[src/rtl/rcc_clk_div_nch.sv]
// rcc_clk_div_nch: multi-channel integer clock divider sharing one source clock.
// Each channel has its own runtime ratio. Ratio updates arrive over a valid/ready port.
// Updates are glitch-free: a running channel only switches ratio at a period boundary.
// Optional feature: define RCC_CLK_DIV_NCH_ALIGN_EN to add the `align` input. Pulsing it
// restarts every channel in phase.
module rcc_clk_div_nch #(
  parameter int unsigned CH_NUM    = 4,
  parameter int unsigned RATIO_WID = 6,
  parameter int unsigned RST_RATIO = 0,
  localparam int unsigned CH_WID   = (CH_NUM > 1) ? $clog2(CH_NUM) : 1
) (
  input  logic                 i_clk,
  input  logic                 rst,
`ifdef RCC_CLK_DIV_NCH_ALIGN_EN
  input  logic                 align,
`endif
  input  logic                 cfg_vld,
  input  logic [CH_WID-1:0]    cfg_ch,
  input  logic [RATIO_WID-1:0] cfg_ratio,
  output logic                 cfg_rdy,
  output logic [CH_NUM-1:0]    o_clk,
  output logic [CH_NUM-1:0]    div_en,
  output logic [CH_NUM-1:0]    div_pulse
);

  localparam logic [RATIO_WID-1:0] RstRatio = RATIO_WID'(RST_RATIO);
  localparam logic [RATIO_WID-1:0] MinRatio = RATIO_WID'(2);
  localparam logic [RATIO_WID-1:0] One      = RATIO_WID'(1);
  localparam logic                 RstClk   = (RstRatio >= MinRatio);

  logic [RATIO_WID-1:0] act_q    [CH_NUM];
  logic [RATIO_WID-1:0] act_d    [CH_NUM];
  logic [RATIO_WID-1:0] cnt_q    [CH_NUM];
  logic [RATIO_WID-1:0] cnt_d    [CH_NUM];
  logic [RATIO_WID-1:0] pend_r_q [CH_NUM];
  logic [RATIO_WID-1:0] pend_r_d [CH_NUM];
  logic [CH_NUM-1:0]    pend_q, pend_d;
  logic [CH_NUM-1:0]    clk_q, clk_d;
  logic [CH_NUM-1:0]    pulse_q, pulse_d;
  logic                 ch_ok;
  logic                 accept;

  // Config handshake: a channel with an update already queued back-pressures the port.
  // Requests to nonexistent channels are acknowledged and dropped.
  always_comb begin
    ch_ok   = 32'(cfg_ch) < CH_NUM;
    cfg_rdy = 1'b1;
    if (ch_ok) begin
      cfg_rdy = ~pend_q[cfg_ch];
    end
    accept = cfg_vld & cfg_rdy & ch_ok;
  end

  // Channel is dividing whenever its active ratio is at least 2.
  always_comb begin
    for (int c = 0; c < CH_NUM; c++) begin
      div_en[c] = (act_q[c] >= MinRatio);
    end
  end

  // Per-channel next state: count within a period, apply ratio changes only at the wrap.
  always_comb begin
    logic                 hit;
    logic                 en;
    logic                 wrap;
    logic                 en_n;
    logic [RATIO_WID-1:0] hi_n;
    hit  = 1'b0;
    en   = 1'b0;
    wrap = 1'b0;
    en_n = 1'b0;
    hi_n = '0;
    for (int c = 0; c < CH_NUM; c++) begin
      hit  = accept && (32'(cfg_ch) == c);
      en   = (act_q[c] >= MinRatio);
      wrap = en && (cnt_q[c] == act_q[c] - One);

      act_d[c]    = act_q[c];
      cnt_d[c]    = cnt_q[c];
      pend_d[c]   = pend_q[c];
      pend_r_d[c] = pend_r_q[c];

      if (!en) begin
        // Idle channel takes a new ratio immediately, starting at the top of a high phase.
        cnt_d[c] = '0;
        if (hit) begin
          act_d[c] = cfg_ratio;
        end
      end else if (wrap) begin
        // Boundary: a same-cycle request beats the queued one (it cannot coexist anyway).
        cnt_d[c]  = '0;
        pend_d[c] = 1'b0;
        if (hit) begin
          act_d[c] = cfg_ratio;
        end else if (pend_q[c]) begin
          act_d[c] = pend_r_q[c];
        end
      end else begin
        cnt_d[c] = cnt_q[c] + One;
        if (hit) begin
          pend_d[c]   = 1'b1;
          pend_r_d[c] = cfg_ratio;
        end
      end

`ifdef RCC_CLK_DIV_NCH_ALIGN_EN
      // Align forces a boundary on every channel at once.
      if (align) begin
        cnt_d[c]  = '0;
        pend_d[c] = 1'b0;
        if (hit) begin
          act_d[c] = cfg_ratio;
        end else if (pend_q[c]) begin
          act_d[c] = pend_r_q[c];
        end else begin
          act_d[c] = act_q[c];
        end
      end
`endif

      // Outputs are registered copies of the decode of the next count.
      en_n       = (act_d[c] >= MinRatio);
      hi_n       = act_d[c] - (act_d[c] >> 1);
      clk_d[c]   = en_n && (cnt_d[c] < hi_n);
      pulse_d[c] = en_n && (cnt_d[c] == act_d[c] - One);
    end
  end

  // State registers; asynchronous reset discards any queued update.
  always_ff @(posedge i_clk or posedge rst) begin
    if (rst) begin
      for (int c = 0; c < CH_NUM; c++) begin
        act_q[c]    <= RstRatio;
        cnt_q[c]    <= '0;
        pend_r_q[c] <= '0;
      end
      pend_q  <= '0;
      clk_q   <= {CH_NUM{RstClk}};
      pulse_q <= '0;
    end else begin
      for (int c = 0; c < CH_NUM; c++) begin
        act_q[c]    <= act_d[c];
        cnt_q[c]    <= cnt_d[c];
        pend_r_q[c] <= pend_r_d[c];
      end
      pend_q  <= pend_d;
      clk_q   <= clk_d;
      pulse_q <= pulse_d;
    end
  end

  assign o_clk     = clk_q;
  assign div_pulse = pulse_q;

endmodule

[config.mk]
export PLATFORM = sky130hd
export DESIGN_NAME = rcc_clk_div_nch
export DESIGN_NICKNAME = d
export VERILOG_FILES = /design/src/rtl/rcc_clk_div_nch.sv
export SDC_FILE = /design/constraint.sdc
export NUM_CORES = 1
export LEC_CHECK = 0
export CELL_PAD_IN_SITES_DETAIL_PLACEMENT = 0
export CELL_PAD_IN_SITES_GLOBAL_PLACEMENT = 1
export CORE_ASPECT_RATIO = 0.9
export CORE_MARGIN = 10
export CORE_UTILIZATION = 49
export CTS_CLUSTER_SIZE = 30
export DETAILED_ROUTE_END_ITERATION = 12
export HOLD_SLACK_MARGIN = 0.12
export PLACE_DENSITY_LB_ADDON = 0.1
export REMOVE_ABC_BUFFERS = 1
export SKIP_CTS_REPAIR_TIMING = 1
export SYNTH_ARGS = -nofsm -noshare
export SYNTH_HDL_FRONTEND = slang
export SYNTH_SLANG_ARGS = --single-unit
[constraint.sdc]
create_clock -name i_clk -period 5.5 [get_ports i_clk]
set_input_delay 0.825 -clock i_clk [delete_from_list [all_inputs] [get_ports i_clk]]
set_output_delay 0.825 -clock i_clk [all_outputs]
set_load 0.01 [all_outputs]
# ---- Word-level counts from Yosys, hierarchy flattened
# Index checks and enable logic that the tools add are counted.
dict set report op_classes {
  magnitude_cmp 13
  addsub 16
  reduce_logical 29
  n_mux 38
  eq_ne 11
  n_bitwise 6
}
# op n
set ops {}
lappend ops {{6-bit two-way mux} 28}
lappend ops {{6-bit == test} 8}
lappend ops {{6-bit by 2-bit greater-or-equal comparator with 1-bit output, second input constant} 8}
lappend ops {{6-bit by 1-bit subtractor with 6-bit output, second input constant} 8}
lappend ops {{6-bit by 1-bit adder with 6-bit output, second input constant} 4}
lappend ops {{6-bit < comparator} 4}
lappend ops {{6-bit by 5-bit subtractor with 6-bit output} 4}
lappend ops {{1-bit logical AND} 16}
lappend ops {{3-bit AND reduction} 4}
lappend ops {{1-bit two-way mux} 9}
lappend ops {{2-bit AND reduction} 4}
lappend ops {{2-bit nonzero test} 4}
lappend ops {{1-bit inverter} 5}
lappend ops {{2-bit == test, second input constant} 2}
lappend ops {{2-bit by 3-bit < comparator with 1-bit output, second input constant} 1}
lappend ops {{1-bit binary-select mux with 2-bit select} 1}
lappend ops {{2-bit by 1-bit == test with 1-bit output, second input constant} 1}
lappend ops {{2-bit logical NOT} 1}
lappend ops {{1-bit bitwise AND} 1}
dict set report totals {
  input_bits 11
  elab_cells 131
  out_inout_bits 13
  ff_bits 84
}

# ---- Longest topological paths before layout
# Gate-level depths: netlist of the first run.
dict set report logic_depth {
  depth_word 11
  ltp_mapped 22
  mapped_depth_nobuf 20
}

# ---- Least setup slack after synthesis of the first run
# No wires, ideal clock.
dict set report synth_path {
  path_kind {reg2reg}
  start {reg act_q[19] (netlist bit)}
  end {reg clk_q[0], in the netlist o_clk[0]}
  path_buffers 1
  synth_period_minus_slack_ns 4.077
  setup_ns 0.088
  path_stages_with_launch 20
  required_time_ns 5.412
  setup_slack_ns 1.423
  arrival_ns 3.989
  path_cell_list {dfrtp_1 -> or4_4 -> or3_1 -> a2111oi_2 -> and2_1 -> buf_6 -> o21ai_4 -> o221ai_2 -> inv_1 -> ha_1 -> nor2b_1 -> o21ai_0 -> nand2b_1 -> a21oi_1 -> o21bai_1 -> xnor2_1 -> ha_1 -> o21ai_0 -> a21oi_1 -> nor3b_1}
}
# element line
set synth_rtl {}
lappend synth_rtl {{start: declaration} 31} ;# logic [RATIO_WID-1:0] act_q [CH_NUM];
lappend synth_rtl {{start signal: indexed assignment} 133} ;# act_q[c] <= RstRatio;
lappend synth_rtl {{start signal: indexed assignment} 142} ;# act_q[c] <= act_d[c];
lappend synth_rtl {{end signal: assignment} 138} ;# clk_q <= {CH_NUM{RstClk}};
lappend synth_rtl {{end signal: assignment} 147} ;# clk_q <= clk_d;
lappend synth_rtl {{end: declaration} 38} ;# logic [CH_NUM-1:0] clk_q, clk_d;

==> out/results.txt, run 1 <==
Compared with the post-synthesis result, the final layout area differs by 11.8%. The run gives 0 as the number of warnings printed during yosys synthesis. Among cell families on the critical path, the largest total delay comes from compound AO/OA/AOI/OAI gates. The starting utilization of the core area came out at 49.7%. The most common cell after layout, fill and taps aside was dfrtp_1.

After global routing the overflow that remains totals 0. For the total design power, the log shows 4900 uW. Traced cell by cell, the critical path runs through inv_1 > ha_1 > o21ba_1 > a221oi_1 > a41oi_1 > o21ai_2 > nand2_1 > o221ai_1 > inv_1 > fa_1 > o21bai_1 > a21oi_1 > xnor2_1 > ha_1 > a21o_1 > a21oi_1 > and3_1. The synthesized netlist devotes 14.6% of its cell area to adder and majority cells. The worst hold-check path type was flip-flop to flip-flop. The worst register-to-register path has a depth of 17. Clock tree synthesis found a total of 84 sinks. Pin placement for this block handled 24 I/O pins. The run gives 64.6% as the combinational cell fraction of total power. The number of cells on the worst hold path came out at 2.

The sequential area share after synthesis is 31.9%. Measured along the x axis, the die boundary spans 142 um. The setup TNS was 0 ps; the first-pass detailed-route iteration total was 5.

The origin of the critical flop-to-flop path was act_q[0]$_DFF_PP0_. The tools report the worst hold path startpoint as pend_r_q[12]$_DFFE_PP0P_. Of the cells placed in the final design, the portion with a size suffix greater than 1 is 8.75%.

The compound-gate portion of the synthesized area is 18.8%, and the core outline area is 13300 sq um. For this run, global-route usage on met3 was measured as 3.20%. Fill cells in the final layout number 1198.

Post-detailed-route via-to-cell ratio: 5.75. The number of global-route vias before repair is 5126, and the required time of the worst setup path is 5790 ps. In this run switching power makes up 45.2% of total power. For this run, global-route usage on met2 was measured as 26.4%.

For this run, global-route usage on met1 was measured as 23.6%. The post-synthesis area per instance came out at 9.33 sq um. The combinational family with the most area after synthesis was compound AO/OA/AOI/OAI gates. The average wire per cell in the routed design works out to 16.8 um. The number of max-slew violations in the final report is 0.

The tools report the root buffer selected by CTS as clkbuf_16. Summing every instance area after synthesis gives 6600 sq um. The worst register-to-register path ends at o_clk[3]$_DFF_PP0_.

The simple-gate area share of the yosys netlist works out to 14.8%. STA classifies the critical path startpoint as a flip-flop. The source of the critical timing path was act_q[0]$_DFF_PP0_. For this run, design rule violations remaining after detail routing come to 0. The number of synthesized register bits works out to 84. The post-detailed-placement half-perimeter wirelength is 11800 um, and the number of nets in the finished design is 824. The tools report the total wirelength of the detailed-routed design as 15300 um. The analysis attributes to cell leakage a power of 0.00327 uW. The H-tree was split into 3 levels. After clock tree synthesis, the clock-pin slew on the worst setup and hold paths is 70 ps. The type of element capturing the critical path is a flip-flop. After synthesis, the share of flip-flops with an asynchronous set or reset is 100%.

The number of clock buffers inserted by TritonCTS is 9. The final critical path takes up 84.2% of the cycle. The tools report the overall global routing resource usage as 17.1%. The tools report the sequential share of power as 21.6%.

TritonCTS built the clock tree. The busiest layer in global routing was met2. The end-of-flow core utilization came out at 55.6%. The tools report the net switching power figure as 2210 uW. Multiplexer area fraction after synthesis: 4.00%. Across the VDD grid, the largest voltage drop is 0.409 mV.

For hold timing, the worst endpoint is pend_r_q[12]$_DFFE_PP0P_. The number of buffer cells added on primary ports works out to 23. The primary flip-flop cell chosen by synthesis mapping is dfrtp_1.

The clock period minus final worst setup slack was 4630 ps; the number of distinct library cell variants in the gate-level netlist after synthesis was 77. Entering global routing, the biggest net connects 59 pins. Once detail routing completed, the nets flagged for antenna violations numbered 0. The tools report the final-report hold violation count as 0. Headroom to the max-slew limit came out at 31.4%. The critical path runs through a total of 17 cells. The slowest stage of the critical path is the o221ai_1 cell. Cell internal power was estimated by the tool at 2680 uW.

For this design the ratio of total power to cell area is 664 nW/um^2. The run gives 350 ps as the clock latency on the worst-skew pair. Kind of critical path: flip-flop to flip-flop. The run finished with clean final reports.

Setup repair after global routing left no endpoint under its margin. The die footprint was 18500 sq um. The synthesized design contains 0 enable-type register cells.

At the pin with the least slew margin, the transition time is 1030 ps. The run gives 379 as the DRC violation total after the first TritonRoute iteration. At the worst endpoint, the arrival time is 4920 ps. The final clock skew is 9.11 ps, and the number of endpoints failing setup at the final stage is 0. Based on the critical path, the design can be clocked at up to 216 MHz. Of the total synthesized cell area, the portion taken by XOR and XNOR cells is 12.1%.

The tools report the post-synthesis instance total as 707. The run gives 5238 as the via count of the routed design. The die height is 130 um.

In the layout the commonest cells are dfrtp_1 (84), ha_1 (73), xnor2_1 (56), nand2_1 (50), inv_1 (47). The highest cell delay on the worst timing path works out to 550 ps. At the end of routability-driven placement, the weighted congestion stood at 0.897. The maximum buffer depth of the clock tree came out at 2.

For the number of antenna violations at the first check in global routing, the log shows 0. The worst setup slack for register-to-register paths was 870 ps. The tools report the count of antenna diodes in the layout as 0. The placement row count was 40; the first-pass GRT wire length was 26000 um. The maximum fanout encountered on the critical timing path works out to 8. The logs give 0 for the number of max-cap violations and 13.7% for the clock share of power. The count of buffering cells on the critical path with inverters included was 2.
==> routing by layer <==
metal,routed length (um),vias to the layer above,share of wire [%]
li1,-,2579,-
met1,7600,2533,50
met2,6920,97,45
met3,462,29,3.0
met4,316,0,2.1
met5,0,-,0
==> sequential cells by signal (all words and copies together), names as in the netlist <==
name	cells
pend_q	4
pend_r_q	24
cnt_q	24
act_q	24
o_clk	4
div_pulse	4
==> cells in the mapped netlist (all sizes together) (4+ instances only) <==
cell type,n,area (sq um)
nor2,45,169
clkbuf,8,30.0
o31ai,6,50.1
o21ai,49,264
o2111ai,5,56.3
xor2,35,307
nor3,25,140
nand2b,13,83.8
o211a,4,40.0
o221ai,8,88.8
buf,5,32.5
ha,73,913
o21a,8,60.1
nor2b,6,37.5
mux2i,14,140
and2,10,62.6
xnor2,56,490
nand3,23,120
or4,4,37.5
a21oi,35,179
a21boi,6,45.0
nand2,50,188
nor4,4,25.0
a31oi,5,31.3
a211oi,7,67.6
mux2,11,124
o21bai,7,52.6
inv,52,195
dfrtp,84,2100
==> worst register-to-register path, stage by stage, from the launching register on <==
cell,delay [ps]
dfrtp_1,450
inv_1,130
ha_1,270
o21ba_1,180
a221oi_1,280
a41oi_1,190
o21ai_2,440
nand2_1,200
o221ai_1,550
inv_1,200
fa_1,460
o21bai_1,170
a21oi_1,100
xnor2_1,190
ha_1,290
a21o_1,190
a21oi_1,130
and3_1,160
==> final cells by class <==
class,count,area [sq um],share of cell area [%]
clock buffer,11,243,3.29
clock inverter,5,83.8,1.14
inverter,52,196,2.66
multi-input combinational,558,4240,57.4
sequential,84,2100,28.5
tap,168,210,2.85
timing repair buffer,33,305,4.14
==> power by group through the flow <==
stage          Combinational, uW  Sequential [uW]  Clock [uW]
2_1_floorplan               2480             1000           0
3_3_place_gp                3070             1060           0
3_5_place_dp                3160             1070           0
4_1_cts                     3180             1060         685
5_1_grt                     3590             1090         709
6_report                    3170             1060         673
==> cell families after synthesis <==
kind of cell               Yosys count
AOI/OAI and AO/OA                  173
xor gates and xnor gates            91
adders and majority gates           76
buffers and inverters               65
DFF                                 84
muxes                               25
and+or+nand+nor                    193
==> per-stage QoR <==
stage | hold WS (ps) | setup slack [ps] | instance area (sq um) | cells
after CTS | 491 | 844 | 7380 | 911
after floorplan | 450 | 1150 | 6540 | 694
final | 489 | 870 | 7380 | 911
after global routing | 510 | 448 | 7380 | 911
after detailed placement | 476 | 825 | 7050 | 895
after global placement | 464 | 959 | 7050 | 895
==> how the worst max path moves through the flow <==
stage | slack [ps] | to
floorplan | 1150 | o_clk[0]$_DFF_PP0_
global placement | 960 | o_clk[3]$_DFF_PP0_
detailed placement | 830 | o_clk[3]$_DFF_PP0_
CTS | 840 | o_clk[3]$_DFF_PP0_
global route | 450 | o_clk[3]$_DFF_PP0_
finish | 870 | o_clk[3]$_DFF_PP0_
Note: power is estimated with default switching activity, not from simulation.
==> run 2, diff against run 1 <==
==> constraint.sdc (replaced) <==
create_clock -name i_clk -period 4.35 [get_ports i_clk]
set_input_delay 0.6525 -clock i_clk [delete_from_list [all_inputs] [get_ports i_clk]]
set_output_delay 0.6525 -clock i_clk [all_outputs]
set_load 0.01 [all_outputs]
==> run 2 against run 1 <==
  * Cell count up 3.1%
  * Register-to-register slack got worse by 640 ps
  * Routed wire length grew 4.0%
  * Cell area up 3.7%
  * Critical endpoint is now o_clk[0]$_DFF_PP0_
  * Die area unchanged
  * Clock-buffer cell count up 2
==> out/results.txt, run 2 (synthesis results as in run 1) <==
After the first detailed-routing iteration, the DRC count stood at 317. For the post-layout instance count excluding filler cells, the log shows 939. In the final layout, the registers with the most flip-flops are act_q x24, cnt_q x24, pend_r_q x24. After legalization and detailed placement, the total HPWL measured 12300 um.

For the worst flop-to-flop path, the logic depth is 17. The flow ran to the end, and the final reports show no timing, DRC or antenna violations. The number of nets in the finished design is 853, and the number of global-route vias before repair is 5436. The post-route clock period utilization was 94.8%. The pin count of the biggest net entering global routing was 56; the overall global routing resource usage was 17.6%. For this run, design rule violations remaining after detail routing come to 0.

The run gives 0 as the number of max-cap violations. The switching share of power was 45.1%; the sequential share of power was 20.5%. Setup repair after global routing could not meet its margin everywhere.

Across the routed clock network, the largest skew measured is 2.58 ps. The setup path with the least slack is of type flip-flop to flip-flop. The count of buffers added on input and output ports is 23. For the via count of the routed design, the log shows 5381.

The run gives 0 ps as the setup TNS. Clock tree synthesis selected as its root buffer the cell clkbuf_16. The analysis attributes to net switching a power of 2860 uW.

The number of H-tree branching levels came out at 3. Summed over all layers, the global routing overflow is 0. The tools report the count of antenna diodes in the layout as 0. The first detailed-routing pass took 7 iterations. Setup slack on the worst reg-to-reg path comes out at 230 ps. Final-report hold violation count: 0. In this run the count of I/O pins placed on the die edge is 24. The final layout contains routed wiring with a total length of 15900 um. Combinational cells account for 67.4% of the total power. The layout overhead on the synthesized area came out at 16.0%.

The top cell types in the final layout, fill and taps aside, are dfrtp_1 (82), ha_1 (71), xnor2_1 (55), nand2_1 (50). Clock share of power: 12.1%. The run gives 49.7% as the starting utilization of the core area. The smallest clock period supported by the final layout is computed as 4120 ps.

For the worst-skew pair, the clock arrives at the later sink with an insertion delay of 350 ps. The floorplan step set the die width to 142 um. Origin of the critical flop-to-flop path: act_q[19]$_DFF_PP0_. The endpoint identified for the worst register-to-register timing path is o_clk[0]$_DFF_PP0_. The critical path ends at o_clk[0]$_DFF_PP0_. STA classifies the critical path startpoint as a flip-flop. The core region is 13300 sq um.

The first global-routing pass estimated 26600 um of wire. TritonCTS built the clock tree. In the final routed layout, each cell accounts on average for 17.0 um. Tightest slew margin relative to the limit: 31.8%. Measured along the y axis, the die boundary spans 130 um.

The type of element capturing the critical path was a flip-flop. Cells with a size suffix above 1 make up 14.8% of the layout. The tools report the maximum buffer depth of the clock tree as 2. For the highest ir drop seen on vdd, the log shows 0.496 mV.

At the end of routability-driven placement, the weighted congestion stood at 0.900. The count of nets left with antenna violations once routing finished came out at 0. For the worst setup path, the data required time is 4590 ps. Data arrives at the worst endpoint at 4360 ps. After clock tree synthesis, the clock-pin slew on the worst setup and hold paths is 60 ps. Once placement completed, the tool counted placed cells totaling 922. The end-of-flow core utilization was 57.7%; the total power divided by cell area was 829 nW/um^2. Of all nets on the critical path, the largest fanout is 6.

The source of the critical timing path is act_q[19]$_DFF_PP0_. The leakage power figure was 0.00341 uW. Setup violations remaining at the end of the flow were counted as 0.

The run gives 0 as the number of antenna violations at the first check in global routing. Most common cell after layout, fill and taps aside: dfrtp_1. The clock sink count is 84, and the cell-internal power is 3480 uW. Worst hold-check path type: flip-flop to flip-flop. At the pin with the least slew margin, the transition time is 1020 ps.

The die footprint is 18500 sq um. The logs give 484 ps for the worst slack on hold paths and 0 for the number of max-slew violations in the final report. The post-detailed-route via-to-cell ratio works out to 5.73. The number of clock buffers inserted by TritonCTS was 9. The maximum operating frequency was 243 MHz; the placement row count was 40.
## run 2: cell count changes in the layout (fill, tap and decap cells not counted), sizes merged
| cell | previous run | this run |
|---|---|---|
| inv | 52 | 51 |
| clkinv | 1 | 2 |
| clkinvlp | 2 | 0 |
| bufinv | 2 | 1 |
| clkbuf | 11 | 13 |
| buf | 10 | 39 |
## run 2: through the flow
stage | total power (uW) | setup slack [ps] | instance area, sq um
after floorplan | 4410 | -1.44 | 6540
after global placement | 5350 | 191 | 7250
after detailed placement | 5460 | 74.6 | 7250
after CTS | 6270 | 21.1 | 7540
after global routing | 6980 | -24.0 | 7650
final | 6340 | 227 | 7650
## run 2: routing by layer
layer	global-route usage, %	vias to the layer above	share of wire, %
met5	0	-	0
met4	7.79	0	2.2
met3	2.54	23	2.6
met2	27.3	81	45
met1	23.8	2617	50
li1	-	2660	-
## run 2: worst min-delay path by stage
stage	depth (start not counted)	slack (ps)	startpoint	endpoint
finish	2	480	pend_r_q[13]$_DFFE_PP0P_	pend_r_q[13]$_DFFE_PP0P_
global route	2	500	pend_r_q[0]$_DFFE_PP0P_	pend_r_q[0]$_DFFE_PP0P_
floorplan	2	450	pend_r_q[1]$_DFFE_PP0P_	pend_r_q[1]$_DFFE_PP0P_
detailed placement	2	480	pend_r_q[13]$_DFFE_PP0P_	pend_r_q[13]$_DFFE_PP0P_
global placement	2	460	pend_r_q[12]$_DFFE_PP0P_	pend_r_q[12]$_DFFE_PP0P_
CTS	2	490	pend_r_q[13]$_DFFE_PP0P_	pend_r_q[13]$_DFFE_PP0P_
## run 2: cell type report
class	count	area [sq um]
fillers	1150	5610
well taps	168	210
repair buffers	62	527
clock buffers	13	250
multi-input cells	558	4330
inverters	52	196
clock inverters	2	35.0
flip-flops and latches	84	2100
## run 2: power groups by stage
stage               Sequential (uW)  Combinational, uW  Clock [uW]
floorplan                      1270               3140           0
global placement               1300               4050           0
detailed placement             1310               4160           0
CTS                            1290               4190         783
global route                   1340               4840         811
finish                         1300               4270         766
## run 2: worst max-delay path, stage by stage (launching register included)
cell and delay (ps):
dfrtp_1 410, or4_4 550, or3_1 400, a2111oi_4 350, and2_4 240, o21ai_4 80
o221ai_2 340, ha_1 300, nor2b_1 120, o21ai_0 150, nand2b_1 110, a21oi_1 160
o21bai_1 90, xnor2_1 130, ha_1 270, o21ai_0 70, a21oi_1 150, nor3b_2 70
==> run 3, diff against run 2 <==
--- a/config.mk
+++ b/config.mk
@@ -10,6 +10,7 @@
 export CORE_ASPECT_RATIO = 0.9
 export CORE_MARGIN = 10
 export CORE_UTILIZATION = 49
+export CTS_CLUSTER_DIAMETER = 120
 export CTS_CLUSTER_SIZE = 30
 export DETAILED_ROUTE_END_ITERATION = 12
 export HOLD_SLACK_MARGIN = 0.12
==> results of run 3 <==
Final layout, timing and power as in run 2 (identical DEF).
